$ cat config.mk
export PLATFORM = sky130hd
export DESIGN_NAME = fixed_point_iterative_divider
export DESIGN_NICKNAME = d
export VERILOG_FILES = /design/src/rtl/fixed_point_divider_pkg.sv /design/src/rtl/fixed_point_iterative_divider_step.sv /design/src/rtl/fixed_point_iterative_divider.sv
export SDC_FILE = /design/constraint.sdc
export NUM_CORES = 1
export LEC_CHECK = 0
export ABC_AREA = 0
export CORE_ASPECT_RATIO = 2
export CORE_MARGIN = 2
export CORE_UTILIZATION = 45
export DETAILED_ROUTE_END_ITERATION = 10
export PLACE_DENSITY_LB_ADDON = 0.08
export SETUP_SLACK_MARGIN = 0.05
export SYNTH_ARGS = -nofsm -noshare
export SYNTH_HDL_FRONTEND = slang
export SYNTH_SLANG_ARGS = --single-unit
export TNS_END_PERCENT = 1
$ cat constraint.sdc
create_clock -name clk -period 6.65 [get_ports clk]
set_input_delay 1.33 -clock clk [delete_from_list [all_inputs] [get_ports clk]]
set_output_delay 1.33 -clock clk [all_outputs]
set_load 0.02 [all_outputs]
$ cat src/rtl/fixed_point_divider_pkg.sv
// fixed_point_divider_pkg
//   Shared definitions for the iterative fixed-point divider:
//   - div_state_t : controller states (IDLE, CALC, DONE)
//   - dz_value()  : saturation value returned for a zero divisor,
//                   parameterised on operand width and signedness
package fixed_point_divider_pkg;

   // Widest operand the saturation helper can describe.
   localparam int unsigned MAX_N = 64;

   typedef enum logic [1:0] {
      IDLE = 2'd0,
      CALC = 2'd1,
      DONE = 2'd2
   } div_state_t;

   // Divide-by-zero result, right-aligned in a MAX_N-bit word.
   // Unsigned: all ones. Signed: largest positive value for a >= 0,
   // most negative value for a < 0.
   function automatic logic [MAX_N-1:0] dz_value(input int unsigned width,
                                                 input bit          is_signed,
                                                 input bit          a_negative);
      logic [MAX_N-1:0] ones;
      ones = {MAX_N{1'b1}} >> (MAX_N - width);
      if (!is_signed)
         return ones;
      if (a_negative)
         return {{(MAX_N-1){1'b0}}, 1'b1} << (width - 1);
      return ones >> 1;
   endfunction

endpackage

$ cat src/rtl/fixed_point_iterative_divider_step.sv
// fixed_point_iterative_divider_step
//   One combinational restoring-division step.
//   Ports:
//     rem_in  [W-1:0] : current partial remainder (always < divisor)
//     bit_in          : next dividend bit, shifted in at the LSB
//     divisor [W-1:0] : divisor magnitude
//     rem_out [W-1:0] : remainder after the trial subtraction
//     q_bit           : quotient bit produced by this step
module fixed_point_iterative_divider_step #(
   parameter int W = 32
) (
   input  logic [W-1:0] rem_in,
   input  logic         bit_in,
   input  logic [W-1:0] divisor,
   output logic [W-1:0] rem_out,
   output logic         q_bit
);

   // The shifted remainder needs one extra bit; after a successful
   // subtraction it is again below the divisor and fits in W bits.
   logic [W:0] partial;
   logic [W:0] diff;

   assign partial = {rem_in, bit_in};
   assign diff    = partial - {1'b0, divisor};
   assign q_bit   = (partial >= {1'b0, divisor});
   assign rem_out = q_bit ? W'(diff) : partial[W-1:0];

endmodule

$ cat src/rtl/fixed_point_iterative_divider.sv
// fixed_point_iterative_divider
//   Sequential radix-2 restoring divider computing c = (a << d) / b,
//   one quotient bit per clock, with val/rdy handshakes on both sides.
//   Ports:
//     clk, reset         : clock, synchronous active-high reset
//     recv_val, recv_rdy : operand handshake (accept when both high)
//     a, b      [n-1:0]  : dividend / divisor, Q(n-d).d
//     send_val, send_rdy : result handshake (result leaves when both high)
//     c         [n-1:0]  : quotient, Q(n-d).d, truncated toward zero
module fixed_point_iterative_divider
   import fixed_point_divider_pkg::*;
#(
   parameter int n    = 32,
   parameter int d    = 16,
   parameter bit sign = 1'b1
) (
   input  logic         clk,
   input  logic         reset,
   input  logic         recv_val,
   output logic         recv_rdy,
   input  logic [n-1:0] a,
   input  logic [n-1:0] b,
   output logic         send_val,
   input  logic         send_rdy,
   output logic [n-1:0] c
);

   localparam int CW = $clog2(n + d + 1);
   localparam logic [MAX_N-1:0] DZ_POS_FULL = dz_value(n, sign, 1'b0);
   localparam logic [MAX_N-1:0] DZ_NEG_FULL = dz_value(n, sign, 1'b1);

   div_state_t     state_reg, state_next;
   logic           accept;

   logic [CW-1:0]  cnt_reg;
   logic [n+d-1:0] dividend_reg;
   logic [n-1:0]   divisor_reg;
   logic [n-1:0]   rem_reg;
   logic [n-1:0]   quot_reg;
   logic           neg_reg;
   logic           dz_reg;
   logic           a_neg_reg;
   logic [n-1:0]   c_reg;

   logic [n-1:0]   a_mag;
   logic [n-1:0]   b_mag;
   logic [n-1:0]   rem_next;
   logic           q_bit;
   logic [n-1:0]   quot_next;
   logic [n-1:0]   result_next;

   // Operand magnitudes; -(-2^(n-1)) wraps to 2^(n-1), which is the
   // correct magnitude when read back as unsigned.
   generate
      if (sign) begin : g_signed
         assign a_mag = a[n-1] ? -a : a;
         assign b_mag = b[n-1] ? -b : b;
      end else begin : g_unsigned
         assign a_mag = a;
         assign b_mag = b;
      end
   endgenerate

   fixed_point_iterative_divider_step #(.W(n)) u_step (
      .rem_in  (rem_reg),
      .bit_in  (dividend_reg[n+d-1]),
      .divisor (divisor_reg),
      .rem_out (rem_next),
      .q_bit   (q_bit)
   );

   // Only the low n quotient bits are kept; higher bits wrap away.
   assign quot_next = n'({quot_reg, q_bit});

   always_comb begin
      result_next = neg_reg ? -quot_next : quot_next;
      if (dz_reg)
         result_next = a_neg_reg ? DZ_NEG_FULL[n-1:0] : DZ_POS_FULL[n-1:0];
   end

   // Controller state register.
   always_ff @(posedge clk) begin
      if (reset)
         state_reg <= IDLE;
      else
         state_reg <= state_next;
   end

   // Next state and handshake outputs.
   always_comb begin
      state_next = state_reg;
      recv_rdy   = 1'b0;
      send_val   = 1'b0;
      accept     = 1'b0;
      case (state_reg)
         IDLE: begin
            recv_rdy = !reset;
            if (recv_val && !reset) begin
               accept     = 1'b1;
               state_next = CALC;
            end
         end
         CALC: begin
            if (cnt_reg == CW'(1))
               state_next = DONE;
         end
         DONE: begin
            send_val = 1'b1;
            if (send_rdy)
               state_next = IDLE;
         end
         default: state_next = IDLE;
      endcase
   end

   // Datapath registers.
   always_ff @(posedge clk) begin
      if (reset) begin
         cnt_reg      <= '0;
         dividend_reg <= '0;
         divisor_reg  <= '0;
         rem_reg      <= '0;
         quot_reg     <= '0;
         neg_reg      <= 1'b0;
         dz_reg       <= 1'b0;
         a_neg_reg    <= 1'b0;
         c_reg        <= '0;
      end else if (accept) begin
         cnt_reg      <= CW'(n + d);
         dividend_reg <= (n+d)'(a_mag) << d;
         divisor_reg  <= b_mag;
         rem_reg      <= '0;
         quot_reg     <= '0;
         neg_reg      <= sign & (a[n-1] ^ b[n-1]);
         dz_reg       <= (b == '0);
         a_neg_reg    <= sign & a[n-1];
      end else if (state_reg == CALC) begin
         cnt_reg      <= cnt_reg - CW'(1);
         dividend_reg <= dividend_reg << 1;
         rem_reg      <= rem_next;
         quot_reg     <= quot_next;
         // Final step: capture the sign-corrected result for DONE.
         if (cnt_reg == CW'(1))
            c_reg <= result_next;
      end
   end

   assign c = c_reg;

endmodule

==> results_dict.tcl <==
set metrics [dict create \
    final_cell_area_mm2 0.0119 \
    max_cap_violations 0 \
    power.share.combinational 0.352 \
    core_area_mm2 0.0225 \
    row_count 78 \
    synthesis.nets 1475 \
    cpMaxStageDelayCell "sky130_fd_sc_hd__a2111oi_0" \
    finalWirelength_um 27300 \
    area_delta_synth_final_pct 16.8 \
    synth_compound_area_frac 0.239 \
    timing.hold.ws_ns 0.449 \
    p_leak_nw 4.33 \
    synth-warning-count 0 \
    grt.total_usage 0.229 \
    synth_top_family_by_area "compound AO/OA/AOI/OAI gates" \
    die_h_um 217 \
    timing.critical_path.mode_cell "sky130_fd_sc_hd__or3_4" \
    antennaDiodeCount 0 \
    clkSinkCount 170 \
    die_x_um 111 \
    share_clk_of_total_power 0.305 \
    netsw_w 0.00118 \
    worst_ep_arrival_time_ns 5.33 \
    yosysSeqAreaShare 0.333 \
    finalHoldViolCount 0 \
    synth_cells 1369 \
    place_ws_ns 1.75 \
    cp_data_required_time_ns 7.02 \
    tritoncts_clock_tree "yes" \
    final_layout_size_suffix_gt1_frac 0.0415 \
    mostFrequentLayoutCell "sky130_fd_sc_hd__nand2_1" \
    antenna_violations_before_repair 0 \
    global_route_wire_length_before_repair_um 45300 \
    port_buffer_cells 101 \
    finalCriticalPeriod_ns 4.96 \
    worst_setup_path_start_kind "flip-flop" \
    netlist_area_mm2 0.0102 \
    layout.cells.most_common_list "242 x sky130_fd_sc_hd__nand2_1, 170 x sky130_fd_sc_hd__dfxtp_1, 116 x sky130_fd_sc_hd__a21oi_1" \
    timing.final.setup_violations 0 \
    ys_ff_latch 170 \
    synth_xor_xnor_area_share 0.100 \
    status "completed" \
    ir_drop_v 0.000204 \
    final.setup.tns_ns 0 \
    layout_net_count 1514 \
    timing.final.max_slew_violations 0 \
    fp.dieArea_mm2 0.0240 \
    htreeDepth 4 \
    cell_area_placed_mm2 0.0113 \
    clock_skew_after_layout_ns 0.00775 \
    synth.area.mux_share 0.00391 \
    tritoncts.num_buffers 17 \
    globalRouteOverflowTotal 0 \
    synthSimpleGateAreaFrac 0.223 \
    insertion_delay_ns 0.45 \
    layout_worst_path_cycle_share 0.745 \
    detailroute.via_count 9579 \
    cp_cell_sequence "inv_1, ha_1, a21oi_1, o21ai_0, a2111oi_0, a211oi_1, nor2_1, a22oi_2, inv_1, ha_1, nand3_1, or3_1, or3_4, or3_4, or3_4, o41ai_4, xnor2_1, nor2_1, o21ai_1" \
    synth_fa_ha_area_frac 0.0472 \
    viasPerCell 5.63 \
    dpl.cell_count 1669 \
    num_io_pins 102 \
    fin_cells 1700 \
    finalWeightedCongestion 0.852 \
    async_flop_share 0 \
    setup.worst_path.class "reg2reg" \
    timing.max_slew.rel_slack 0.197 \
    slowest_delay_ns 0.64 \
    ctsLongestPathBuffers 2 \
    clk_transition_reported_paths_ns 0.06 \
    first_global_vias 9510 \
    worstPathMaxFanout 8 \
    switching_share 0.355 \
    timing_worst_slew_pin_value_ns 1.20 \
    cp_num_buf_inv 2 \
    power.density_cell_area_mw_per_mm2 277 \
    drt_first_iter_violations 365 \
    detailed_route_drc_error_count 0 \
    layout_setup_ws_ns 1.69 \
    post_synth.cell_area_avg_um2 7.47 \
    grt_max_degree 91 \
    crit_family "simple AND/OR/NAND/NOR gates" \
    post_cts_resized 0 \
    drtAntennaViolNets 0 \
    synth_top_flop_cell "sky130_fd_sc_hd__dfxtp_1" \
    worstHoldPathType "reg2reg" \
    cts.repair_timing.setup_buffer_count 0 \
    detailed_place_hpwl_um 19300 \
    synth-edff-count 0 \
    drt_pass1_iterations 5 \
    ctsRootBufferMaster "sky130_fd_sc_hd__clkbuf_16" \
    route.detailed.wl_per_inst_um 16.1 \
    cts.hold.buffers_added 0 \
    power_report.internal_total_w 0.00213 \
    max_clock_freq_mhz 202 \
    grt_setup_unrepaired "no" \
    power.sequential.fraction 0.343 \
    post_synth_num_cell_types 61 \
    initial_core_utilization 0.454 \
    timing.critical_path.to_type "flip-flop" \
]
==> power groups by stage <==
stage	Clock [W]	Combinational, W	Sequential (W)
global placement	0	0.00116	0.00115
global route	0.00107	0.00131	0.00114
finish	0.00101	0.00117	0.00113
CTS	0.00103	0.00117	0.00113
detailed placement	0	0.00116	0.00116
floorplan	0	0.000869	0.00114
==> worst register-to-register path, stage by stage, from the launching register on <==
cell and delay (ns):
sky130_fd_sc_hd__dfxtp_1 0.30, sky130_fd_sc_hd__inv_1 0.05, sky130_fd_sc_hd__ha_1 0.39, sky130_fd_sc_hd__a21oi_1 0.26, sky130_fd_sc_hd__o21ai_0 0.16, sky130_fd_sc_hd__a2111oi_0 0.64, sky130_fd_sc_hd__a211oi_1 0.17, sky130_fd_sc_hd__nor2_1 0.34
sky130_fd_sc_hd__a22oi_2 0.10, sky130_fd_sc_hd__inv_1 0.10, sky130_fd_sc_hd__ha_1 0.20, sky130_fd_sc_hd__nand3_1 0.16, sky130_fd_sc_hd__or3_1 0.40, sky130_fd_sc_hd__or3_4 0.35, sky130_fd_sc_hd__or3_4 0.36, sky130_fd_sc_hd__or3_4 0.35
sky130_fd_sc_hd__o41ai_4 0.22, sky130_fd_sc_hd__xnor2_1 0.15, sky130_fd_sc_hd__nor2_1 0.06, sky130_fd_sc_hd__o21ai_1 0.11
==> worst paths after layout <==
check,start,to,slack (ns),cells after the start
setup / recovery,divisor_reg[14],c[30],1.69,19
hold / removal,c[28],c[28],0.45,2
setup reg to reg,divisor_reg[14],c[30],1.69,19
hold reg to reg,c[28],c[28],0.45,2
==> synth_stat cells (all sizes together), types with 11 or more instances <==
master / number / share of area
buf: 11 / 0.0043
nand2: 243 / 0.089
o41ai: 13 / 0.013
or4: 13 / 0.0099
nand2b: 13 / 0.0080
a21oi: 116 / 0.057
o21ai: 108 / 0.053
nor3: 30 / 0.015
xnor2: 70 / 0.060
or3: 42 / 0.027
xor2: 47 / 0.040
ha: 37 / 0.045
inv: 51 / 0.019
a311oi: 29 / 0.025
dfxtp: 170 / 0.33
a21o: 12 / 0.0088
clkbuf: 83 / 0.030
o31ai: 36 / 0.026
a211oi: 19 / 0.014
nand3: 13 / 0.0064
nor2: 109 / 0.040
o211ai: 17 / 0.012
==> kinds of logic (layout without fill, tap and decap cells) <==
| logic type | after synthesis | count (layout) |
|---|---|---|
| AO/OA/AOI/OAI | 389 | 389 |
| XOR/XNOR | 117 | 117 |
| adder cells (fa/ha/maj) | 38 | 38 |
| flip-flops | 170 | 170 |
| multiplexers | 4 | 4 |
| AND/OR/NAND/NOR | 506 | 506 |
| buffers and inverters | 145 | 196 |
==> layer usage <==
metal	routed length, um	vias up	GRT usage
li1	-	4868	-
met1	10400	4475	0.229
met2	15200	182	0.456
met3	661	54	0.0315
met4	1030	0	0.113
met5	0	-	0
==> per-stage QoR <==
step,total power [W],util
after detailed placement,0.00232,0.503
after CTS,0.00334,0.530
final,0.00331,0.530
after global routing,0.00352,0.530
after global placement,0.00231,0.503
after floorplan,0.00201,-
==> layout make-up <==
type | count | area (um^2)
Tap cell | 280 | 350
Clock buffer | 21 | 480
Fill cell | 2246 | 10600
Multi-Input combinational cell | 1054 | 6300
Clock inverter | 10 | 115
Inverter | 51 | 191
Sequential cell | 170 | 3400
Timing Repair Buffer | 114 | 1100
Power figures use the tool's default switching activity.
